`config.mk`:
```
export PLATFORM = sky130hd
export DESIGN_NAME = xsw_rr_pkt_arbiter_flat
export DESIGN_NICKNAME = d
export VERILOG_FILES = /design/src/rtl/xsw_rr_pkt_arbiter_if.sv /design/src/rtl/xsw_rr_pkt_arbiter.sv /design/src/flat_wrapper.sv
export SDC_FILE = /design/constraint.sdc
export NUM_CORES = 1
export LEC_CHECK = 0
export CAP_MARGIN = 15
export CORE_AREA = 2 2 52 54
export CTS_CLUSTER_DIAMETER = 60
export DETAILED_ROUTE_END_ITERATION = 10
export DIE_AREA = 0 0 54 56
export PLACE_DENSITY_LB_ADDON = 0.25
export SLEW_MARGIN = 15
export SYNTH_ARGS = -nofsm -noshare
export SYNTH_HDL_FRONTEND = slang
export SYNTH_SLANG_ARGS = --single-unit
```
`constraint.sdc`:
```
create_clock -name clk -period 3.33 [get_ports clk]
set_input_delay 0.666 -clock clk [delete_from_list [all_inputs] [get_ports clk]]
set_output_delay 0.666 -clock clk [all_outputs]
set_load 0.005 [all_outputs]
```
`src/rtl/xsw_rr_pkt_arbiter_if.sv`:
```
// Request/grant bundle between input-port request logic and one switch output.
// master = requester side, slave = arbiter side.
interface xsw_rr_pkt_arbiter_if #(
  parameter int NREQ = 8,
  parameter int IDW  = $clog2(NREQ)
);
  logic [NREQ-1:0] req;
  logic [NREQ-1:0] req_last;
  logic            out_rdy;
  logic [NREQ-1:0] gnt;
  logic [IDW-1:0]  gnt_id;
  logic            gnt_vld;
  logic            xfer_last;
  logic            err_tmo;

  modport master (
    output req, req_last, out_rdy,
    input  gnt, gnt_id, gnt_vld, xfer_last, err_tmo
  );

  modport slave (
    input  req, req_last, out_rdy,
    output gnt, gnt_id, gnt_vld, xfer_last, err_tmo
  );
endinterface

```
`src/rtl/xsw_rr_pkt_arbiter.sv`:
```
// Packet-granular round-robin arbiter for one switch output port.
// Define XSW_ARB_TMO_EN to enable the lock-stall timeout (force release + err_tmo pulse).
module xsw_rr_pkt_arbiter #(
  parameter int NREQ    = 8,
  parameter int IDW     = $clog2(NREQ),
  parameter int TMO_CYC = 255
) (
  input  logic                clk,
  input  logic                rst_n,
  xsw_rr_pkt_arbiter_if.slave arb
);

  typedef enum logic {IDLE, LOCK} state_t;

  state_t          state_q, state_d;
  logic [IDW-1:0]  ptr_q, ptr_d;
  logic [IDW-1:0]  lock_id_q, lock_id_d;

  logic [NREQ-1:0] masked;
  logic [IDW-1:0]  pick;
  logic [IDW-1:0]  gnt_id_c;
  logic            gnt_vld_c;
  logic [NREQ-1:0] gnt_c;
  logic            xfer;
  logic            xfer_last_c;
  logic            tmo_hit;
  logic            err_tmo_c;

  // Prefix-OR of onehot(p): every bit at or above the pointer is set.
  function automatic logic [NREQ-1:0] thermo_mask(input logic [IDW-1:0] p);
    logic [NREQ-1:0] m;
    logic            acc;
    acc = 1'b0;
    for (int i = 0; i < NREQ; i++) begin
      acc  = acc | (IDW'(i) == p);
      m[i] = acc;
    end
    return m;
  endfunction

  function automatic logic [IDW-1:0] lowest_idx(input logic [NREQ-1:0] v);
    logic [IDW-1:0] idx;
    idx = '0;
    for (int i = NREQ - 1; i >= 0; i--) begin
      if (v[i]) idx = IDW'(i);
    end
    return idx;
  endfunction

  function automatic logic [NREQ-1:0] onehot(input logic [IDW-1:0] idx);
    logic [NREQ-1:0] v;
    for (int i = 0; i < NREQ; i++) begin
      v[i] = (IDW'(i) == idx);
    end
    return v;
  endfunction

  function automatic logic [IDW-1:0] next_ptr(input logic [IDW-1:0] id);
    if (id == IDW'(NREQ - 1)) return '0;
    return id + IDW'(1);
  endfunction

  assign masked = arb.req & thermo_mask(ptr_q);
  assign pick   = (|masked) ? lowest_idx(masked) : lowest_idx(arb.req);

  always_comb begin
    gnt_id_c  = '0;
    gnt_vld_c = 1'b0;
    case (state_q)
      IDLE: begin
        gnt_id_c  = pick;
        gnt_vld_c = |arb.req;
      end
      LOCK: begin
        gnt_id_c  = lock_id_q;
        gnt_vld_c = arb.req[lock_id_q];
      end
      default: begin
        gnt_id_c  = '0;
        gnt_vld_c = 1'b0;
      end
    endcase
    // While locked the grant stays asserted even if the owner drops req.
    gnt_c       = ((state_q == LOCK) || gnt_vld_c) ? onehot(gnt_id_c) : '0;
    xfer        = gnt_vld_c & arb.out_rdy;
    xfer_last_c = xfer & arb.req_last[gnt_id_c];
  end

`ifdef XSW_ARB_TMO_EN
  localparam int CNT_W = (TMO_CYC > 255) ? 16 : 8;
  localparam logic [CNT_W-1:0] TMO_LIM = CNT_W'(TMO_CYC);

  logic [CNT_W-1:0] stall_q, stall_d;
  logic             err_tmo_q;

  // Counter is held at zero outside LOCK, which also clears it on lock entry.
  always_comb begin
    stall_d = '0;
    tmo_hit = 1'b0;
    if (state_q == LOCK) begin
      if (xfer) begin
        stall_d = '0;
      end else begin
        stall_d = (stall_q == '1) ? stall_q : stall_q + CNT_W'(1);
        tmo_hit = (stall_d >= TMO_LIM);
      end
    end
  end

  always_ff @(posedge clk or negedge rst_n) begin
    if (!rst_n) begin
      stall_q   <= '0;
      err_tmo_q <= 1'b0;
    end else begin
      stall_q   <= stall_d;
      err_tmo_q <= tmo_hit;
    end
  end

  assign err_tmo_c = err_tmo_q;
`else
  logic unused_tmo_cfg;
  assign unused_tmo_cfg = (TMO_CYC > 0);
  assign tmo_hit        = 1'b0;
  assign err_tmo_c      = 1'b0;
`endif

  always_comb begin
    state_d   = state_q;
    ptr_d     = ptr_q;
    lock_id_d = lock_id_q;
    case (state_q)
      IDLE: begin
        if (xfer_last_c) begin
          ptr_d = next_ptr(pick);
        end else if (gnt_vld_c) begin
          state_d   = LOCK;
          lock_id_d = pick;
        end
      end
      LOCK: begin
        if (xfer_last_c || tmo_hit) begin
          state_d = IDLE;
          ptr_d   = next_ptr(lock_id_q);
        end
      end
      default: begin
        state_d = IDLE;
      end
    endcase
  end

  always_ff @(posedge clk or negedge rst_n) begin
    if (!rst_n) begin
      state_q   <= IDLE;
      ptr_q     <= '0;
      lock_id_q <= '0;
    end else begin
      state_q   <= state_d;
      ptr_q     <= ptr_d;
      lock_id_q <= lock_id_d;
    end
  end

  // Outputs are forced low while reset is held so a pending req cannot leak a grant.
  assign arb.gnt       = rst_n ? gnt_c       : '0;
  assign arb.gnt_id    = rst_n ? gnt_id_c    : '0;
  assign arb.gnt_vld   = rst_n ? gnt_vld_c   : 1'b0;
  assign arb.xfer_last = rst_n ? xfer_last_c : 1'b0;
  assign arb.err_tmo   = err_tmo_c;

endmodule

```
`src/flat_wrapper.sv`:
```
// flat-port wrapper written by rule: the top's interface ports become plain ports
module xsw_rr_pkt_arbiter_flat 
#(
  parameter int NREQ    = 8,
  parameter int IDW     = $clog2(NREQ),
  parameter int TMO_CYC = 255
)
  (clk, rst_n, arb_req, arb_req_last, arb_out_rdy, arb_gnt, arb_gnt_id, arb_gnt_vld, arb_xfer_last, arb_err_tmo);
  xsw_rr_pkt_arbiter_if #(.NREQ(NREQ), .IDW(IDW)) arb_i ();
  input  logic clk;
  input  logic rst_n;
  input wire logic [$bits(arb_i.req)-1:0] arb_req;
  input wire logic [$bits(arb_i.req_last)-1:0] arb_req_last;
  input wire logic [$bits(arb_i.out_rdy)-1:0] arb_out_rdy;
  output wire logic [$bits(arb_i.gnt)-1:0] arb_gnt;
  output wire logic [$bits(arb_i.gnt_id)-1:0] arb_gnt_id;
  output wire logic [$bits(arb_i.gnt_vld)-1:0] arb_gnt_vld;
  output wire logic [$bits(arb_i.xfer_last)-1:0] arb_xfer_last;
  output wire logic [$bits(arb_i.err_tmo)-1:0] arb_err_tmo;
  assign arb_i.req = arb_req;
  assign arb_i.req_last = arb_req_last;
  assign arb_i.out_rdy = arb_out_rdy;
  assign arb_gnt = arb_i.gnt;
  assign arb_gnt_id = arb_i.gnt_id;
  assign arb_gnt_vld = arb_i.gnt_vld;
  assign arb_xfer_last = arb_i.xfer_last;
  assign arb_err_tmo = arb_i.err_tmo;
  xsw_rr_pkt_arbiter #(.NREQ(NREQ), .IDW(IDW), .TMO_CYC(TMO_CYC)) u_core (.clk(clk), .rst_n(rst_n), .arb(arb_i));
endmodule
```
==> results of run 1 <==
==> layout by cell type, fill, tap and decap left out, types with 2 or more instances in the layout <==
master	count
buf_6	3
or3_2	2
mux4_2	3
clkdlybuf4s15_1	4
dfrtp_1	7
nor2_4	2
clkbuf_4	3
o21ai_2	3
o21ai_0	2
nand2_1	8
nand3_1	2
inv_1	7
buf_2	9
nor2_1	18
a21oi_1	5
clkdlybuf4s50_1	11
nand4_1	2
ha_1	4
or4_4	2
and2_1	2
mux2_1	3
buf_4	34
mux2i_1	4
dlygate4sd2_1	6
==> flip-flops by register name, indices dropped and copies added (netlist names) <==
name              cells
u_core.state_q        1
u_core.lock_id_q      3
u_core.ptr_q          3
==> metal layers <==
metal	part of all wire	global-route usage	vias to the layer above
li1	-	-	555
met1	0.41	0.2845	582
met2	0.52	0.4129	30
met3	0.041	0.02957	12
met4	0.033	0.1179	0
met5	0	0	-
==> critical path, stage by stage <==
cell             delay [ps]
clkdlybuf4s15_1         190
or4_4                   510
nand2b_4                 90
a311oi_4                100
mux2i_4                 240
mux4_2                  550
o2111ai_2               110
and2_4                  170
nor2_1                   30
buf_2                   120
==> power breakdown <==
group	total [mW]	switching [mW]	internal, mW
Sequential	0.196	0.0707	0.125
Clock	0.0784	0.0326	0.0458
Combinational	0.913	0.411	0.502
Total	1.19	0.515	0.672
==> repair_timing <==
item                       4_1_cts  5_1_grt
setup buffers                    5        2
pin swaps                        9        6
gates resized for setup         72       11
setup endpoints to repair       17        9
==> metrics by stage <==
stage	hold WS [ps]	total power [mW]	TNS [ps]	util
CTS	643.7	1.179	-279.8	0.6662
global route	680.5	1.281	-350.7	0.6708
detailed placement	633.8	1.011	-10200	0.6178
global placement	625.7	0.9837	-9439	0.6178
finish	645.5	1.187	-199.9	0.6708
floorplan	370.4	0.6374	0	-
==> cell type report <==
cell class / instances / area (um2)
Timing Repair Buffer: 67 / 536.8
Fill cell: 199 / 800.8
Sequential cell: 7 / 175.2
Clock buffer: 4 / 26.28
Multi-Input combinational cell: 94 / 829.5
Tap cell: 30 / 37.54
Inverter: 7 / 26.28
==> kinds of logic (layout without fill, tap and decap cells) <==
logic type,after synthesis,in the layout,synth area share
AND/OR/NAND/NOR,48,48,0.2673
adder cells (fa/ha/maj),4,4,0.05215
flip-flops,7,7,0.1825
multiplexers,13,13,0.2047
buffers and inverters,10,78,0.05868
AO/OA/AOI/OAI,28,28,0.2308
other,1,1,0.003908
==> how the worst max path moves through the flow <==
stage,startpoint,end,slack (ps),cells after the start
after detailed placement,arb_req[4],arb_xfer_last,-900,10
after global routing,arb_req[5],arb_xfer_last,-200,10
after floorplan,arb_req[3],arb_xfer_last,5,8
after global placement,arb_req[3],arb_xfer_last,-830,10
final,arb_req[5],arb_xfer_last,-120,10
after CTS,arb_req[4],arb_xfer_last,-150,10
==> key figures, run 1 <==
Outcome
  • Status: finished, violations left
  • Failing checks: negative setup slack

Worst hold path
  • Hold path depth: 1
  • Hold path startpoint: u_core.lock_id_q[0]
  • Hold Path End: u_core.lock_id_q[0]
  • Path category of the worst min-delay check: flip-flop to flip-flop

Worst setup path
  • CP required: approximately 2700 ps
  • Crit start category: input pin
  • Reg2reg start: u_core.ptr_q[2]
  • R2R cell count: 11
  • CP arrival: between 2000 and 3000 ps
  • R2R setup slack: between 500 and 600 ps
  • Critical path class: input pin to output pin
  • CP Capture Type: output pin
  • Crit-path max FO: 3
  • RR Endpoint: u_core.ptr_q[0]

Global route
  • First-pass GRT wire length: approximately 5.3 mm
  • Largest net degree at the start of global routing: 11
  • Vias in the first global route: between 1k and 1.5k
  • Gr usage total: 0.2411
  • Initial antenna violation count: 0
  • Global route total overflow: 0

Yosys
  • Syn_nets: roughly 130
  • Post-synth ARST share: 1.000
  • Syn Inst Count: roughly 110
  • Most common cell in the netlist: nor2_1
  • Mean area per synthesized cell: 8.646 um2
  • Sequential area share after synthesis: 0.1825
  • Yosys warnings: 0
  • Most common flop cell mapped by yosys: dfrtp_1
  • Post-synth cell types: between 40 and 50
  • Area contributors post-synth: dfrtp_1, nor2_1, mux4_2, ha_1, mux2i_1
  • Synth Cell Area: 959.7 um2
  • Yosys reg bits: 7
  • Synth top area share: 0.1825
  • Top post-synthesis cells by count: nor2_1, nand2_1, dfrtp_1, inv_1, o21ai_0
  • Number of synthesized flops with an enable pin: 0
  • Yosys top cell by area: dfrtp_1

Floorplan
  • I/O pin count: 33
  • Die W: approximately 54 um
  • Row Count: 18
  • Die H: about 56 um
  • Starting density of the core: 0.3945
  • Core Box Area: approximately 0.0024 mm2
  • Die Area: 0.003024 mm2

STA
  • Fmax: 289.8 MHz
  • Final Setup Violations: 2
  • Layout Skew: approximately 6.3 ps
  • Minimum clock period after layout: 3451 ps
  • Setup ws final: -120.9 ps
  • Final Cycle Share: 1.036
  • Final slew viol count: 0
  • RSZ-0062 raised after global routing: true
  • Final count of hold timing violations: 0

Cells and area
  • Share of layout cells above drive strength 1: 0.4413
  • NumNets Final: roughly 200
  • P&R area growth vs syn: 70.01%
  • Antenna cells: 0
  • Post-Layout Inst Area: 0.001632 mm2
  • Final Non-Filler Cells: 209

Detailed routing
  • DR iter-0 viols: 42
  • Drt drc: 0
  • Routed via count: roughly 1.2k
  • Post-route ant nets: 0
  • DR WL/cell: about 16 um
  • Drt first pass iters: 4
  • WL final: between 3 and 4 mm
  • Post-DR vias/cell: ~5.6

CTS
  • Clock latency on the worst-skew pair: ~260 ps
  • CTS buffer count: 3
  • CTS Sinks: 7
  • CTS root buf: clkbuf_4
  • Clock Path Buffers: 2
  • Hold-fix buffers, CTS: 0
  • TritonCTS clock tree: built
  • Clock transition at path regs: 50 ps
  • CTS H-Tree Depth: 1

Power
  • Pwr per Cell Area: 727.5 mW/mm2
  • Worst VDD drop: ~0.45 mV
  • Leakage: ~0.77 nW

Placed design
  • Port-buffer cells: 31
  • Placed wire-length estimate: ~2.5 mm
  • Dpl ws: -902.2 ps
  • Post-DP Area: 0.001503 mm2
  • Placer Congestion: a little under 0.9
  • Cells after DPL: just under 200

Flow run
  • Max-cap violations: 0
Power figures use the tool's default switching activity.
==> inputs of run 2 (changes only) <==
CTS_CLUSTER_SIZE = 20   (was unset)
==> results of run 2 <==
Same layout as run 1: the final DEF is identical, and so are final timing and power.
==> inputs of run 3 (changes only) <==
GPL_ROUTABILITY_DRIVEN = 0   (was unset)
HOLD_SLACK_MARGIN = 0.08   (was unset)
SLEW_MARGIN = 20   (was 15)
==> run 3 against run 2 <==
The flow still finishes with violations (negative setup slack). Cell area decreased by 1.5%. Routed wire length down 11%. Power decreased by 3.7%. Clock power down 9.3%. Sequential share of layout area grew 0.17 points. Critical path depth unchanged. Maximum frequency grew 1.0%. Non-clock buffer count fell by 1. Cell count down 0.48%. Die area unchanged. Sequential power decreased by 5%. Clock skew shrank 4.0 ps.
==> key figures, run 3 (synthesis results as in run 1) <==
Outcome
  • Status: finished, violations left (unchanged)
  • Failing checks: negative setup slack (unchanged)

CTS
  • CTS Sinks: 7 (unchanged)
  • CTS root buf: clkbuf_4 (unchanged)
  • CTS H-Tree Depth: 1 (unchanged)
  • Clock latency on the worst-skew pair: 240 ps (was 260 ps)
  • CTS buffer count: 3 (unchanged)
  • Clock transition at path regs: 40 ps (was 50 ps)
  • Clock Path Buffers: 2 (unchanged)
  • TritonCTS clock tree: built (unchanged)

Cells and area
  • Commonest non-fill, non-tap cells in the layout: buf_4, nor2_1, clkdlybuf4s50_1 (unchanged)
  • P&R area growth vs syn: 67.41% (was 70.01%)
  • Antenna cells: 0 (unchanged)
  • NumNets Final: 202 (was 203)
  • Post-Layout Inst Area: 0.001607 mm2 (was 0.001632 mm2)
  • Share of layout cells above drive strength 1: 0.4213 (was 0.4413)
  • Top Registers: u_core.lock_id_q (3), u_core.ptr_q (3), u_core.state_q (1) (unchanged)
  • Register Area: 175.2 um2 (unchanged)
  • Final Non-Filler Cells: 208 (was 209)
  • Multi-input gate area: 800.8 um2 (was 829.5 um2)
  • Most common cell after layout, fill and taps aside: buf_4 (unchanged)
  • FILL cells: 196 (was 199)

Power
  • Combinational power share: 0.774 (was 0.769)
  • Worst VDD drop: 0.4853 mV (was 0.4532 mV)
  • Sequential fraction of design power: 0.164 (was 0.165)
  • Pwr per Cell Area: 711.7 mW/mm2 (was 727.5 mW/mm2)
  • Leakage: 0.7830 nW (was 0.7722 nW)
  • Internal power: 660.9 uW (was 672.4 uW)
  • Clk pwr share: 0.062 (was 0.066)
  • Sw Ratio: 0.4219 (was 0.4335)
  • NetSw: 482.4 uW (was 514.6 uW)

Global route
  • Global route total overflow: 0 (unchanged)
  • Met2 Track Usage GR: 0.3537 (was 0.4129)
  • Most Crowded Layer GR: met2 (unchanged)
  • Initial antenna violation count: 0 (unchanged)
  • Met1 usage: 0.2845 (unchanged)
  • Largest net degree at the start of global routing: 13 (was 11)
  • First-pass GRT wire length: 4.788 mm (was 5.299 mm)
  • M3 GR Usage: 0.01613 (was 0.02957)
  • Gr usage total: 0.2075 (was 0.2411)
  • Vias in the first global route: 1123 (was 1201)

Placed design
  • Dpl ws: -852.1 ps (was -902.2 ps)
  • Placed wire-length estimate: 2.369 mm (was 2.543 mm)
  • Post-DP Area: 0.001518 mm2 (was 0.001503 mm2)
  • Port-buffer cells: 31 (unchanged)
  • Cells after DPL: 201 (was 199)

Worst setup path
  • CP Capture Type: output pin (unchanged)
  • Top delay family on crit path: simple AND/OR/NAND/NOR gates (unchanged)
  • WP depth: 10 (unchanged)
  • Worst path slowest cell: or4_4 (was mux4_2)
  • Max incr delay on CP: 520 ps (was 550 ps)
  • R2R cell count: 11 (unchanged)
  • Crit start category: input pin (unchanged)
  • Worst Path Buf+Inv: 2 (unchanged)
  • Cells along the critical path: buf_6, or4_4, nand2b_4, a311oi_4, mux2i_4, mux4_2, o2111ai_2, and2_4, nor2_2, buf_2 (was clkdlybuf4s15_1, or4_4, nand2b_4, a311oi_4, mux2i_4, mux4_2, o2111ai_2, and2_4, nor2_1, buf_2)
  • Crit-path max FO: 3 (unchanged)
  • CP arrival: 2750 ps (was 2780 ps)
  • Critical path class: input pin to output pin (unchanged)
  • CP required: 2660 ps (about the same)

STA
  • Final Cycle Share: 1.026 (was 1.036)
  • Minimum clock period after layout: 3415 ps (was 3451 ps)
  • Hold slack: 639.1 ps (was 645.5 ps)
  • Setup ws final: -85.03 ps (was -120.9 ps)
  • RSZ-0062 raised after global routing: true (unchanged)
  • Final count of hold timing violations: 0 (unchanged)
  • Final slew viol count: 0 (unchanged)
  • Final Setup Violations: 2 (unchanged)
  • Layout Skew: 2.318 ps (was 6.280 ps)
  • Fmax: 292.8 MHz (was 289.8 MHz)

Floorplan
  • Core Box Area: 0.002432 mm2 (unchanged)
  • Die W: 54 um (unchanged)
  • I/O pin count: 33 (unchanged)
  • Die H: 56 um (unchanged)
  • Row Count: 18 (unchanged)
  • Die Area: 0.003024 mm2 (unchanged)
  • Starting density of the core: 0.3945 (unchanged)

Detailed routing
  • Post-route ant nets: 0 (unchanged)
  • Post-DR vias/cell: 5.361 (was 5.641)
  • Drt drc: 0 (unchanged)
  • DR iter-0 viols: 22 (was 42)
  • WL final: 2.964 mm (was 3.344 mm)
  • Drt first pass iters: 4 (unchanged)
  • Routed via count: 1115 (was 1179)
  • DR WL/cell: 14.25 um (was 16.00 um)

Worst hold path
  • Path category of the worst min-delay check: flip-flop to flip-flop (unchanged)
  • Hold path depth: 1 (unchanged)

Flow run
  • Max-cap violations: 0 (unchanged)
run 3: worst paths after layout:
path	startpoint	end	slack (ps)
setup / recovery	arb_req[1]	arb_xfer_last	-90
min in group asynchronous	rst_n	u_core.ptr_q[1]	750
max in group asynchronous	rst_n	u_core.lock_id_q[0]	2450
setup reg to reg	u_core.ptr_q[2]	u_core.ptr_q[0]	570
hold / removal	u_core.lock_id_q[0]	u_core.lock_id_q[0]	640
hold reg to reg	u_core.lock_id_q[0]	u_core.lock_id_q[0]	640
run 3: routing by layer:
layer	up-vias	wire length, um
met5	-	0
met4	0	14
met3	2	90
met2	19	1530
met1	542	1328
li1	552	-
run 3: area by class of cell:
type / instances / area share
inverter: 7 / 0.01636
sequential: 7 / 0.1090
clock buffer: 4 / 0.01636
multi-input combinational: 94 / 0.4984
tap: 30 / 0.02336
timing repair buffer: 66 / 0.3364
run 3: repair_timing:
item                       in CTS  in global routing
setup endpoints to repair      14                 12
gates resized for setup        62                  7
setup buffers                   4                  0
cloned                          0                  0
hold buffers                    0                  0
pin swaps                      11                  3
run 3: power by group through the flow:
| stage | clock (mW) | sequential, mW | combinational [mW] |
|---|---|---|---|
| 2_1_floorplan | 0 | 0.166 | 0.471 |
| 3_3_place_gp | 0 | 0.184 | 0.796 |
| 3_5_place_dp | 0 | 0.184 | 0.811 |
| 4_1_cts | 0.0765 | 0.185 | 0.863 |
| 5_1_grt | 0.0795 | 0.193 | 0.964 |
| 6_report | 0.0711 | 0.187 | 0.885 |
run 3: per-stage QoR:
| stage | util | total power [mW] | setup TNS (ps) |
|---|---|---|---|
| after floorplan | - | 0.6374 | 0 |
| after global placement | 0.6240 | 0.9795 | -9111 |
| after detailed placement | 0.6240 | 0.9953 | -9697 |
| after CTS | 0.6487 | 1.124 | -156.5 |
| after global routing | 0.6605 | 1.237 | -347.3 |
| final | 0.6605 | 1.143 | -155.2 |
